<file path="config.mk">
export PLATFORM = sky130hd
export DESIGN_NAME = universal_counter_reg
export DESIGN_NICKNAME = d
export VERILOG_FILES = /design/src/rtl/universal_counter_reg.sv
export SDC_FILE = /design/constraint.sdc
export NUM_CORES = 1
export LEC_CHECK = 0
export BUFFER_PORTS_ARGS = -buffer_cell sky130_fd_sc_hd__clkbuf_2
export CORE_MARGIN = 4
export CORE_UTILIZATION = 55
export DETAILED_ROUTE_END_ITERATION = 8
export PLACE_DENSITY = 0.82
export RECOVER_POWER = 50
export SLEW_MARGIN = 30
export SYNTH_ARGS = -nofsm -noshare
export SYNTH_HDL_FRONTEND = slang
export SYNTH_SLANG_ARGS = --single-unit
export TNS_END_PERCENT = 20
</file>
<file path="constraint.sdc">
create_clock -name clk -period 3.9 [get_ports clk]
set_clock_uncertainty 0.2 [all_clocks]
set_input_delay 0 -clock clk [delete_from_list [all_inputs] [get_ports clk]]
set_output_delay 0 -clock clk [all_outputs]
set_load 0.005 [all_outputs]
</file>
<file path="src/rtl/universal_counter_reg.sv">
// N-bit universal counter / shift register: hold, modulo up/down count, parallel load,
// shift and rotate, with a cascade terminal count and a registered wrap pulse.
module universal_counter_reg #(
  parameter int WIDTH   = 8,
  parameter int MODULUS = 0
) (
  input  logic             clk,
  input  logic             rst,
  input  logic [2:0]       mode,
  input  logic             cnt_en,
  input  logic [WIDTH-1:0] d,
  input  logic             ser_in,
  output logic [WIDTH-1:0] q,
  output logic             tc_out,
  output logic             ser_out,
  output logic             wrap
);

  typedef enum logic [2:0] {
    MODE_HOLD = 3'b000,
    MODE_UP   = 3'b001,
    MODE_DOWN = 3'b010,
    MODE_LOAD = 3'b011,
    MODE_SHL  = 3'b100,
    MODE_SHR  = 3'b101,
    MODE_ROL  = 3'b110,
    MODE_ROR  = 3'b111
  } mode_e;

  // MODULUS of 0 selects the full binary range of the register.
  localparam logic [WIDTH-1:0] MAX = (MODULUS == 0) ? {WIDTH{1'b1}} : WIDTH'(MODULUS - 1);
  localparam logic [WIDTH-1:0] ONE = {{(WIDTH-1){1'b0}}, 1'b1};

  logic [WIDTH-1:0] r_q;
  logic             r_wrap;
  logic [WIDTH-1:0] w_q_next;
  logic             w_tc;
  logic             w_ser;
  logic             w_at_max;
  logic             w_at_zero;
  mode_e            w_mode;

  assign w_mode    = mode_e'(mode);
  // ">=" rather than "==" so values loaded or shifted above MAX still wrap to 0.
  assign w_at_max  = (r_q >= MAX);
  assign w_at_zero = (r_q == '0);

  always_comb begin
    // NOTE: every output of this block gets a default first, so no path can infer a latch.
    w_q_next = r_q;
    w_tc     = 1'b0;
    w_ser    = 1'b0;
    case (w_mode)
      MODE_HOLD: w_q_next = r_q;
      MODE_UP: begin
        w_tc = cnt_en & w_at_max;
        if (cnt_en) w_q_next = w_at_max ? '0 : r_q + ONE;
      end
      MODE_DOWN: begin
        w_tc = cnt_en & w_at_zero;
        if (cnt_en) w_q_next = w_at_zero ? MAX : r_q - ONE;
      end
      MODE_LOAD: w_q_next = d;
      MODE_SHL: begin
        w_q_next = {r_q[WIDTH-2:0], ser_in};
        w_ser    = r_q[WIDTH-1];
      end
      MODE_SHR: begin
        w_q_next = {ser_in, r_q[WIDTH-1:1]};
        w_ser    = r_q[0];
      end
      MODE_ROL: begin
        w_q_next = {r_q[WIDTH-2:0], r_q[WIDTH-1]};
        w_ser    = r_q[WIDTH-1];
      end
      MODE_ROR: begin
        w_q_next = {r_q[0], r_q[WIDTH-1:1]};
        w_ser    = r_q[0];
      end
    endcase
  end

  always_ff @(posedge clk) begin
    // NOTE: state is updated with non-blocking assignments so every register samples pre-edge values.
    if (rst) begin
      r_q    <= '0;
      r_wrap <= 1'b0;
    end else begin
      r_q    <= w_q_next;
      r_wrap <= w_tc;
    end
  end

  assign q       = r_q;
  assign tc_out  = w_tc;
  assign ser_out = w_ser;
  assign wrap    = r_wrap;

endmodule

</file>
# Word-level counts from Yosys, hierarchy flattened
# Cells that the tools add are included.
dict set report classes {
  add_sub_neg 2
  magnitude_cmp 1
  n_eq_ne 9
  mux 7
  bitwise_logic 3
  n_reduce_logical 5
}
# operator count
set op_table {}
lappend op_table {{$pmux 8 s7} 1}
lappend op_table {{$mux 8} 4}
lappend op_table {{$eq 3x3->1 const B} 4}
lappend op_table {{$add 8x1->8 const B} 1}
lappend op_table {{$ge 8x8->1 const B} 1}
lappend op_table {{$logic_not 8->1} 1}
lappend op_table {{$sub 8x1->8 const B} 1}
lappend op_table {{$eq 3x2->1 const B} 2}
lappend op_table {{$ne 2x2->1 const B} 2}
lappend op_table {{$pmux 1 s2} 2}
lappend op_table {{$reduce_or 2->1} 2}
lappend op_table {{$eq 3x1->1 const B} 1}
lappend op_table {{$logic_not 3->1} 1}
lappend op_table {{$reduce_and 3->1} 1}
lappend op_table {{$and 1x1->1} 2}
lappend op_table {{$not 1->1} 1}
dict set report totals {
  register_bits 9
  in_bits 15
  output_inout_bits 11
  elab_cells 29
}

# Logic depth before layout (Yosys ltp)
# Gate-level depths: netlist (run 1).
dict set report logic_depth {
  ltp_word 4
  depth_mapped 8
  mapped_depth_nobuf 7
}

# Worst setup path before layout (run 1)
# No wires, ideal clock.
dict set report synth_path {
  kind {flip-flop to flip-flop}
  startpoint {register r_q[0], in the netlist q[0]}
  endpoint {register r_q[4], in the netlist q[4]}
  setup_ns 0.133
  t_arrival_ns 1.706
  t_required_ns 3.567
  slack_ns 1.861
  path_stages_with_launch 9
  n_path_buf 1
  period_less_slack_ns 2.039
  path_cell_list {dfxtp_1 clkbuf_1 inv_1 ha_1 nand2b_1 mux2i_1 o22ai_1 a221oi_1 nor3_1}
}
dict set report synth_between {
  elab_chain_len 4
  word_cells_on_any_way 9
  classes_between {2 x add/sub; 1 x order compare; 5 x mux; 1 x reduce/logical}
}
# element line
set synth_lines {}
lappend synth_lines {{start: declaration} 34} ;# logic [WIDTH-1:0] r_q;
lappend synth_lines {{start signal: assignment} 89} ;# r_q <= w_q_next;
lappend synth_lines {{$sub 8x1->8 (tied with other cells)} 61} ;# if (cnt_en) w_q_next = w_at_zero ? MAX : r_q - ONE;
lappend synth_lines {{$mux 8 (on tied branches) (2 in series)} {61, 57}}
lappend synth_lines {{$pmux 8 s7 *} 53} ;# case (w_mode)
# Every way passes the cells marked *; elsewhere a longest branch is shown, timed or not. The select of a mux whose other input is x is not followed.
# A chain may end at the register's enable or synchronous reset.

# Final worst setup path (run 1)
dict set report layout_path {
  startpoint {register r_q[3], in the netlist q[3]}
  endpoint {output port tc_out}
}
dict set report layout_between {
  elab_chain_len 3
  word_cells_on_any_way 5
  classes_between {1 x order compare; 1 x mux; 2 x bitwise; 1 x reduce/logical}
}
# element line
set layout_lines {}
lappend layout_lines {{$ge 8x8->1 / $logic_not 8->1 (equally long branches)} {45, 46}}
lappend layout_lines {{$and 1x1->1 (on tied branches)} {56, 60}}
lappend layout_lines {{$pmux 1 s2 *} 53}
lappend layout_lines {{end: declaration} 14} ;# output logic tc_out,
# Every way passes the cells marked *; elsewhere a longest branch is shown, timed or not.

==> results.txt, run 1 <==
- The run finished with clean final reports.
- Setup violations remaining at the end of the flow were counted as 0.
- Fillers: 152
- Leaving out fill and tap cells, the most frequent cell in the layout is sky130_fd_sc_hd__clkbuf_2.
- Power density cells: 289 mW/mm2
- From left edge to right edge, the die measures 50.9 um.
- Entering global routing, the biggest net connects 26 pins.
- Layout cell share with drive strength beyond 1: 0.185
- Max-cap violations in this run came to 0.
* Initial core utilization: 0.586
- CP arrival: 2.07 ns
* Time the worst path needs with I/O delays and setup: 2.27 ns
- Part of the Yosys area used for sequential elements: 0.178
- Dividing the final minimum period by the clock period gives 0.583.
- In the routed design, unresolved DRC markers number 0.
- Routed WL per cell: 15.7 um
- Y dimension of the die: 50.9 um
- Remaining global-route overflow: 0
- Worst path slowest cell: sky130_fd_sc_hd__or4_4
- For the worst-skew pair, the clock arrives at the later sink with an insertion delay of 0.27 ns.
* EDFF count, synth: 0
- Final slew viol count: 0
* Final-report hold violation count: 0
* Fmax achieved: 440 MHz
- Setup repair after global routing missed its margin: no
- Peak supply drop: 0.216 mV
- Area used by multi-input combinational logic: 754 um2
* Clock tree from TritonCTS: built
- Once layout is complete, the cells apart from fillers number 187.
- Buffers inserted during clock tree synthesis total 3.
- Data on the critical path is required at its endpoint by 3.70 ns.
- The first global-routing pass estimated 4810 um of wire.
- After clock tree synthesis, the flow added hold-fix buffers numbering 2.
- Leakage power summed over all cells: 0.000453 uW
- Hold is met by 0.0237 ns.
- Path class of the lowest-slack min-delay path: in -> reg
* CP Cell Sequence: or4_4 > nor3_4 > a31oi_1 > nor3b_1 > clkbuf_2
- Element type at the critical path end: output pin
- Std-Cell Core Area: 0.00173 mm2
- In this run, the number of DRC markers left after iteration 0 of detailed routing was 88.
- Slew margin rel.: 0.630
- Row generation in the floorplan step produced 15 rows.
- Antenna violations before repair: 0
* Number of nets in the final layout: 180
- For this block, the routed nets add up to 2940 um of wire.
- Vias per Instance: 6.33
* Vias after detailed routing: 1183
- Setup total negative slack on the finished layout was measured at 0 ns.
- On the worst path, the slowest cell contributes a delay of 0.61 ns.
- Measured in cells, the most critical reg-to-reg path has a length of 7.
- Most used cells in the layout excluding fill and tap cells: sky130_fd_sc_hd__clkbuf_2 (22), sky130_fd_sc_hd__a21oi_1 (14), sky130_fd_sc_hd__nand2_1 (12)
* Post-CTS repair timing setup buffer count: 0
- Root cell of the clock tree: sky130_fd_sc_hd__clkbuf_4
- Top flip-flop cell by instance count after synthesis: sky130_fd_sc_hd__dfxtp_1
- The die covers 0.00259 mm2.
- Count of nets left with antenna violations after detail routing: 0
- IO Port Bufs: 25
- The setup check on the worst reg-to-reg path leaves a slack of 1.79 ns.
- Sequential cell area in the final layout: 180 um2
- Number of global-route vias before repair: 1068
- Relative area change from synthesis to final layout: 15.1%
- The Yosys step of the flow raised 0 warnings.
- Number of buffers on the longest clock path: 2
* Num ports: 26
- Average instance area after synthesis: 7.07 um2
* Critical path buffers and inverters: 1
* Share of synthesized flip-flops with an asynchronous set or reset: 0
* Worst Tran Pin Value: 0.553 ns
- Before antenna repair, the detailed router went through 4 iterations.
- Area of the mapped netlist: 0.00101 mm2
* DP Cell Count: 181
- Counting flops and latches in the post-synthesis netlist gives 9.
- In this run, distinct cell masters in the synthesized netlist total 44.
- Clock tree sinks: 9
- Counting buffers and inverters, the worst setup path is 5 cells deep.
* Count of inserted antenna diode cells: 0
* Placed wire-length estimate after detailed placement: 2140 um
* Clock slew at the register clock pins of the worst setup and hold paths: 0.07 ns
- Number of cells upsized or downsized after cts: 0
- Nets in the synthesized netlist: 160
* Number of cells on the worst hold path: 6
- Final Wtd Congestion: 0.967
* CTS H-Tree Depth: 1
* Crit path max fanout: 12
- Synthesis produced a netlist whose cell count is 143.
* GR Util All Layers: 0.245
- The worst setup path is launched from a flip-flop.
- The worst setup path is of the reg -> out kind.
- Kind of cell adding the most delay to the critical path: simple AND/OR/NAND/NOR gates
synth_stat cells (2+ instances only):
master / number / area [um2]
sky130_fd_sc_hd__mux2i_1: 4 / 40.0
sky130_fd_sc_hd__clkbuf_1: 10 / 37.5
sky130_fd_sc_hd__nor4_1: 3 / 18.8
sky130_fd_sc_hd__or3_1: 2 / 12.5
sky130_fd_sc_hd__nor2b_1: 3 / 18.8
sky130_fd_sc_hd__a31oi_1: 2 / 12.5
sky130_fd_sc_hd__xnor2_1: 6 / 52.6
sky130_fd_sc_hd__a21oi_1: 14 / 70.1
sky130_fd_sc_hd__o21ai_0: 6 / 30.0
sky130_fd_sc_hd__o211ai_1: 4 / 30.0
sky130_fd_sc_hd__a221oi_1: 3 / 26.3
sky130_fd_sc_hd__nor4b_1: 2 / 17.5
sky130_fd_sc_hd__inv_1: 7 / 26.3
sky130_fd_sc_hd__ha_1: 2 / 25.0
sky130_fd_sc_hd__a311oi_1: 2 / 17.5
sky130_fd_sc_hd__nor3b_1: 2 / 15.0
sky130_fd_sc_hd__and3_1: 2 / 12.5
sky130_fd_sc_hd__o31ai_1: 2 / 15.0
sky130_fd_sc_hd__nand2b_1: 4 / 25.0
sky130_fd_sc_hd__nand3_1: 3 / 15.0
sky130_fd_sc_hd__nand2_1: 12 / 45.0
sky130_fd_sc_hd__nor3_1: 6 / 30.0
sky130_fd_sc_hd__o21a_1: 3 / 22.5
sky130_fd_sc_hd__o21ai_1: 3 / 15.0
sky130_fd_sc_hd__nor2_1: 9 / 33.8
sky130_fd_sc_hd__dfxtp_1: 9 / 180
registers in the layout, indices dropped and copies added (netlist names):
signal and flops:
q 8, wrap 1
layer usage:
layer	GRT usage	wire, um
met5	0	0
met4	0.112	63
met3	0.0292	277
met2	0.413	1360
met1	0.310	1240
area by class of cell:
cell class                      count  share of cell area
Clock buffer                        4              0.0226
Inverter                            8              0.0258
Multi-Input combinational cell    114               0.648
Sequential cell                     9               0.155
Tap cell                           25              0.0269
Timing Repair Buffer               27               0.122
final timing paths:
path	startpoint	to
worst min-delay path	d[1]	q[1]$_SDFFE_PP0P_
worst min register to register	q[6]$_SDFFE_PP0P_	q[6]$_SDFFE_PP0P_
worst max register to register	q[0]$_SDFFE_PP0P_	q[4]$_SDFFE_PP0P_
worst max-delay path	q[3]$_SDFFE_PP0P_	tc_out
report_power, final:
group          internal (uW)  switching [uW]  leakage (uW)  total (uW)
registers                100            24.4     0.0000742         125
logic                   61.8            71.2      0.000364         133
clock network           39.7            38.2     0.0000150        77.9
total                    202             134      0.000453         336
cells by family after synthesis:
| kind of cell | count (synthesis) | share of synthesized area |
|---|---|---|
| AOI/OAI and AO/OA | 46 | 0.300 |
| muxes | 5 | 0.0619 |
| DFF | 9 | 0.178 |
| xor gates and xnor gates | 7 | 0.0606 |
| buffers and inverters | 20 | 0.0755 |
| and+or+nand+nor | 53 | 0.290 |
| adders and majority gates | 3 | 0.0346 |
worst reg2reg max path: stages, from the launching register on:
cell	delay, ns
sky130_fd_sc_hd__dfxtp_1	0.50
sky130_fd_sc_hd__inv_1	0.15
sky130_fd_sc_hd__ha_1	0.25
sky130_fd_sc_hd__nand2b_1	0.21
sky130_fd_sc_hd__mux2i_1	0.22
sky130_fd_sc_hd__o22ai_1	0.09
sky130_fd_sc_hd__a221oi_1	0.29
sky130_fd_sc_hd__nor3_1	0.09
metrics by stage:
stage / cell area, um2 / worst slack [ns] / power [uW] / util
3_5_place_dp: 1120 / 1.80 / 256 / 0.649
5_1_grt: 1160 / 1.45 / 355 / 0.674
4_1_cts: 1170 / 1.65 / 334 / 0.676
2_1_floorplan: 1010 / 1.86 / 219 / -
3_3_place_gp: 1120 / 1.90 / 254 / 0.649
6_report: 1160 / 1.63 / 336 / 0.674
(Power assumes the default switching activity.)
==> inputs of run 2 (changes only) <==
Settings changed: CORE_UTILIZATION 55 to 47, PLACE_DENSITY 0.82 to 0.75.
Clock period 3.9 ns to 1.88 ns, I/O delays scaled along.
==> run 2 against run 1 <==
The flow now finishes with violations (negative setup slack). Clock power rose by 100%. Die area rose by 14%. Critical path depth did not move. Non-clock buffer count rose by 22. Global-route usage rose by 1.4 points. Clock-buffer cell count did not move. Final cell count rose by 13%. Sequential power rose by 85%. Design area rose by 20%. Critical path type unchanged. Largest cell class unchanged.
==> results.txt, run 2 (synthesized netlist as in run 1, its figures left out) <==
* Remaining global-route overflow: 0 (unchanged)
* Final routed DRC violation total: 0 (unchanged)
- Number of buffers on the longest clock path: 2 (unchanged)
* CP Cell Sequence: or4_4 > nor3_4 > a31oi_2 > nor3b_2 > clkbuf_2
- The worst setup path is of the reg -> out kind.
- Num ports: 26 (unchanged)
- Outcome: complete, but fails checks
* Element type at the critical path end: output pin
* Layout Cells excl Fill: 211 (+13%)
- Worst path slowest cell: sky130_fd_sc_hd__or4_4
- The clock transition at the registers of the reported paths is 0.06 ns (about the same).
- Total power draw: 798 uW (+140%)
- Slew margin rel.: 0.672 (+0.0420)
- Std-Cell Rows: 16 (+1)
- The total instance count after detailed placement is 202 (+12%).
- The pin count of the biggest net entering global routing was 14 (-46%).
- The number of sinks handled by clock tree synthesis was 9 (unchanged).
- Layout cell share with drive strength beyond 1: 0.348 (+0.163)
* Most common library cell in the layout ignoring fill and taps: sky130_fd_sc_hd__clkbuf_2
- Leakage power summed over all cells: 0.000578 uW (+28%)
* Setup repair after global routing missed its margin: yes
* CTS buffer count: 3 (unchanged)
* Time the worst path needs with I/O delays and setup: 2.00 ns
* Routed WL per cell: 17.1 um (+8.9%)
- Initial core utilization: 0.505 (-0.0805)
* Startpoint type of the worst setup path: flip-flop
- The count of H-tree levels built during CTS was 1 (unchanged).
- The number of max-cap violations is 0 (unchanged).
* Final-report hold violation count: 0 (unchanged)
- The die footprint came to 0.00296 mm2 (+14%).
* Path class of the lowest-slack min-delay path: in -> reg
- The final reports fail on negative setup slack.
* Number of design-rule violations left by the first detailed-router iteration: 69 (-22%)
* Crit path max fanout: 3 (-9)
* Count of nets left with antenna violations after detail routing: 0 (unchanged)
- The aggregate global-route resource usage was 0.259 (+0.0143).
- Worst-case setup margin in the final layout: -0.123 ns (-1.75 ns)
- Timing would allow up to 499 MHz.
- IO Port Bufs: 25 (unchanged)
- Post-route cell area: 0.00139 mm2 (+20%)
* Final core area utilization: 0.696 (+0.0223)
- The max-slew violation count came to 0 (unchanged).
- The wire length of the first global-routing pass is 5560 um (+16%).
- Most used cells in the layout excluding fill and tap cells: sky130_fd_sc_hd__clkbuf_2 (24), sky130_fd_sc_hd__buf_4 (19), sky130_fd_sc_hd__a21oi_1 (14)
* Vias per Instance: 6.25 (-1.3%)
- The total placed instance area was 0.00127 mm2 (+13%).
- Number of iterations in the first detailed-routing pass: 4 (unchanged)
- TritonCTS built the clock tree.
- The worst-case hold slack is 0.0143 ns (-0.00942 ns).
* Power density cells: 572 mW/mm2 (+98%)
* Final setup violation count: 3 (+3)
- Die boundary width: 54.4 um (+6.9%)
* Required time of the worst setup path: 1.68 ns (-2.02 ns)
- The slew at the pin closest to its max-slew limit is 0.490 ns (-0.0627 ns).
* Y dimension of the die: 54.4 um (+6.9%)
- The clock insertion delay at the later pin of the skew report came to 0.27 ns (about the same).
* Root cell of the clock tree: sky130_fd_sc_hd__clkbuf_4
- WL final: 3610 um (+23%)
- Post-route fraction of the period consumed by the critical path: 1.07
- CP arrival: 1.80 ns (-0.27 ns)
- The delay of the slowest critical-path stage is 0.56 ns (-0.05 ns).
* Number of global-route vias before repair: 1239 (+16%)
- Number of nets in the final layout: 202 (+12%)
* Vias after detailed routing: 1318 (+11%)
- Count of inserted antenna diode cells: 0 (unchanged)
* Peak supply drop: 0.314 mV (+46%)
- Placed wire-length estimate after detailed placement: 2520 um (+18%)
- Std-Cell Core Area: 0.00200 mm2 (+16%)
- Final Wtd Congestion: 0.930 (-3.9%)
* Relative area change from synthesis to final layout: 37.9%
* Max FFs per register: 8 (unchanged)
* Antenna violations before repair: 0 (unchanged)
[run 2: worst paths after layout]
path                          start                end  slack (ns)  cells after the start
hold / removal                 d[2]  q[2]$_SDFFE_PP0P_        0.01                      6
setup / recovery  q[3]$_SDFFE_PP0P_             tc_out       -0.12                      5
setup reg to reg  q[3]$_SDFFE_PP0P_  q[0]$_SDFFE_PP0P_       -0.07                      6
hold reg to reg   q[2]$_SDFFE_PP0P_  q[2]$_SDFFE_PP0P_        0.39                      2
[run 2: timing repair]
action | 4_1_cts | 5_1_grt
resized for setup | 4 | 9
hold endpoints to repair | 9 | 0
setup endpoints to repair | 2 | 6
setup buffers | 2 | 0
pin swaps | 4 | 1
cloned | 0 | 0
hold buffers | 3 | 0
[run 2: power breakdown]
part / internal (uW) / total (uW) / switching [uW]
registers: 210 / 231 / 21.0
logic: 194 / 409 / 215
clock network: 82.2 / 158 / 75.3
[run 2: cell type report]
cell class | count | area (um2)
multi-input cells | 114 | 801
fillers | 172 | 608
repair buffers | 49 | 319
inverters | 8 | 30.0
clock buffers | 4 | 26.3
flip-flops and latches | 9 | 184
well taps | 27 | 33.8
[run 2: per-stage QoR]
| step | setup WS [ns] | setup TNS, ns |
|---|---|---|
| 3_5_place_dp | 0.0164 | 0 |
| 3_3_place_gp | 0.0544 | 0 |
| 6_report | -0.123 | -0.191 |
| 5_1_grt | -0.242 | -0.729 |
| 4_1_cts | -0.0922 | -0.114 |
| 2_1_floorplan | 0.0205 | 0 |
[run 2: per-layer routing]
metal  wire length [um]  global-route usage
met1               1410               0.336
met3                360              0.0409
met2               1700               0.400
met5                  0                   0
met4                142               0.154
[run 2: critical path, delay by kind of cell (launching register included)]
kind | cells | cell delay [ns]
AO/OA/AOI/OAI | 1 | 0.16
buffers and inverters | 1 | 0.13
flip-flops | 1 | 0.32
AND/OR/NAND/NOR | 3 | 0.92
==> inputs of run 3 (changes only) <==
Settings changed: SKIP_LAST_GASP from default to 1.
==> run 3 against run 2 <==
The flow still finishes with violations (negative setup slack). Clock-buffer cell count is the same. Critical path type unchanged. Utilization shrank 1.1 points. Register-to-register slack is essentially flat. Critical endpoint unchanged. Final cell count is the same. Global-route usage is the same.
==> results.txt, run 3 (synthesized netlist as in run 1, its figures left out) <==
* First-pass GRT wire length: 5560 um (unchanged)
* Most used cells in the layout excluding fill and tap cells: sky130_fd_sc_hd__clkbuf_2 (24), sky130_fd_sc_hd__buf_4 (20), sky130_fd_sc_hd__a21oi_1 (14)
- The footprint of the multi-input gates was 783 um2 (-2.2%).
- In this run the clock root is driven by a sky130_fd_sc_hd__clkbuf_4.
- CTS H-Tree Depth: 1 (unchanged)
* Number of design-rule violations left by the first detailed-router iteration: 64 (-7.2%)
* Post-route fraction of the period consumed by the critical path: 1.07 (+0.00714)
- Max Cap Viol: 0 (unchanged)
- The first-pass iteration count of the detailed router came to 4 (unchanged).
- Slew margin rel.: 0.665 (-0.00707)
- The leakage power was 0.000575 uW (-0.53%).
* Outcome: complete, but fails checks
- WL final: 3440 um (-4.7%)
- Std-Cell Rows: 16 (unchanged)
* Sequential cell area in the final layout: 184 um2 (unchanged)
- Clock tree from TritonCTS: built
* Required time of the worst setup path: 1.68 ns (about the same)
- The total grt overflow came to 0 (unchanged).
- Layout cell share with drive strength beyond 1: 0.326 (-0.0217)
- Vias after detailed routing: 1312 (-0.46%)
- The power per cell area came to 569 mW/mm2 (-0.64%).
* Path class of the lowest-slack min-delay path: in -> reg
* Die boundary width: 54.4 um (unchanged)
- Worst slack on hold paths: 0.0137 ns (-0.000618 ns)
- Count of nets left with antenna violations after detail routing: 0 (unchanged)
* IO Port Bufs: 25 (unchanged)
- Setup repair after global routing missed its margin: yes
- The arrival time of the worst setup path came to 1.82 ns (+0.02 ns).
* Routed WL per cell: 16.3 um (-4.7%)
- The die height was 54.4 um (unchanged).
- The library cell used most frequently in the layout, excluding fill and tap cells, is sky130_fd_sc_hd__clkbuf_2.
- Final Wtd Congestion: 0.930 (unchanged)
- The number of global-route vias before repair is 1239 (unchanged).
* Number of nets in the final layout: 202 (unchanged)
- The half-perimeter wire length after detailed placement is 2520 um (unchanged).
- Die footprint: 0.00296 mm2 (unchanged)
- Worst Tran Pin Value: 0.501 ns (+0.0106 ns)
- The clock insertion delay at the later pin of the skew report is 0.27 ns (about the same).
* Initial core utilization: 0.505 (unchanged)
* CTS buffer count: 3 (unchanged)
- Std-Cell Core Area: 0.00200 mm2 (unchanged)
* Time the worst path needs with I/O delays and setup: 2.02 ns (+0.0134 ns)
- The worst setup path is captured at an output pin.
- Fmax achieved: 496 MHz (-0.67%)
- Max FFs per register: 8 (unchanged)
- Final setup violation count: 2 (-1)
* Final-report hold violation count: 0 (unchanged)
- The count of fill cells added during filler insertion came to 178 (+3.5%).
- The total power consumption of the routed design is 780 uW (-2.2%).
* Largest net degree at the start of global routing: 14 (unchanged)
- Violated checks: negative setup slack
- The max-slew violation count is 0 (unchanged).
- Relative area change from synthesis to final layout: 35.8%
* Final core area utilization: 0.686 (-0.0106)
* Final routed DRC violation total: 0 (unchanged)
* Worst Setup Path Type: reg -> out
- Num ports: 26 (unchanged)
- The clock transition at the registers of the reported paths was 0.06 ns (about the same).
- GR Util All Layers: 0.259 (unchanged)
- Peak supply drop: 0.308 mV (-1.9%)
* Count of inserted antenna diode cells: 0 (unchanged)
- Number of buffers on the longest clock path: 2 (unchanged)
- The final worst-path setup slack came to -0.136 ns (-0.0134 ns).
- Startpoint type of the worst setup path: flip-flop
- Antenna violations before repair: 0 (unchanged)
* Vias per Instance: 6.22 (-0.46%)
* Clock tree sinks: 9 (unchanged)
- The maximum net fanout on the critical path came to 12 (+9).
-- run 3: timing repair --
item / in CTS / in global routing
hold buffers: 3 / 0
pin swaps: 3 / 0
endpoints found under the setup margin: 2 / 6
buffers inserted: 2 / 0
hold endpoints to repair: 9 / 0
gates resized for setup: 4 / 4
-- run 3: final timing paths --
path | start | end | slack, ns | depth (start not counted)
setup / recovery | q[4]$_SDFFE_PP0P_ | tc_out | -0.14 | 7
setup reg to reg | q[3]$_SDFFE_PP0P_ | q[0]$_SDFFE_PP0P_ | -0.08 | 6
hold / removal | d[2] | q[2]$_SDFFE_PP0P_ | 0.01 | 6
hold reg to reg | q[2]$_SDFFE_PP0P_ | q[2]$_SDFFE_PP0P_ | 0.38 | 2
-- run 3: per-stage QoR --
step	cell area (um2)	cells	setup WS [ns]	TNS, ns
6_report	1370	211	-0.136	-0.217
5_1_grt	1370	211	-0.217	-0.743
4_1_cts	1350	211	-0.0922	-0.136
3_5_place_dp	1270	202	0.0164	0
3_3_place_gp	1270	202	0.0544	0
2_1_floorplan	1030	143	0.0205	0
-- run 3: cell type report --
| type | count | share of cell area |
|---|---|---|
| repair buffers | 49 | 0.230 |
| flip-flops and latches | 9 | 0.134 |
| clock buffers | 4 | 0.0191 |
| multi-input cells | 114 | 0.571 |
| inverters | 8 | 0.0219 |
| well taps | 27 | 0.0246 |
-- run 3: report_power, final --
part           internal, uW  switching (uW)  total (uW)
Clock                  82.1            72.4         155
Combinational           189             207         396
Sequential              210            20.0         230
Total                   481             300         780
-- run 3: critical path: stages (launching register included) --
cell and delay [ns]:
sky130_fd_sc_hd__dfxtp_1 0.34, sky130_fd_sc_hd__buf_4 0.20, sky130_fd_sc_hd__and4_1 0.24, sky130_fd_sc_hd__nand2_1 0.13, sky130_fd_sc_hd__nor4_4 0.19, sky130_fd_sc_hd__a31oi_2 0.10
sky130_fd_sc_hd__nor3b_2 0.21, sky130_fd_sc_hd__clkbuf_2 0.13
-- run 3: layer usage --
metal	up-vias	GRT usage	wire length, um
li1	614	-	-
met1	589	0.336	1380
met2	91	0.400	1570
met3	18	0.0409	356
met4	0	0.154	138
met5	-	0	0
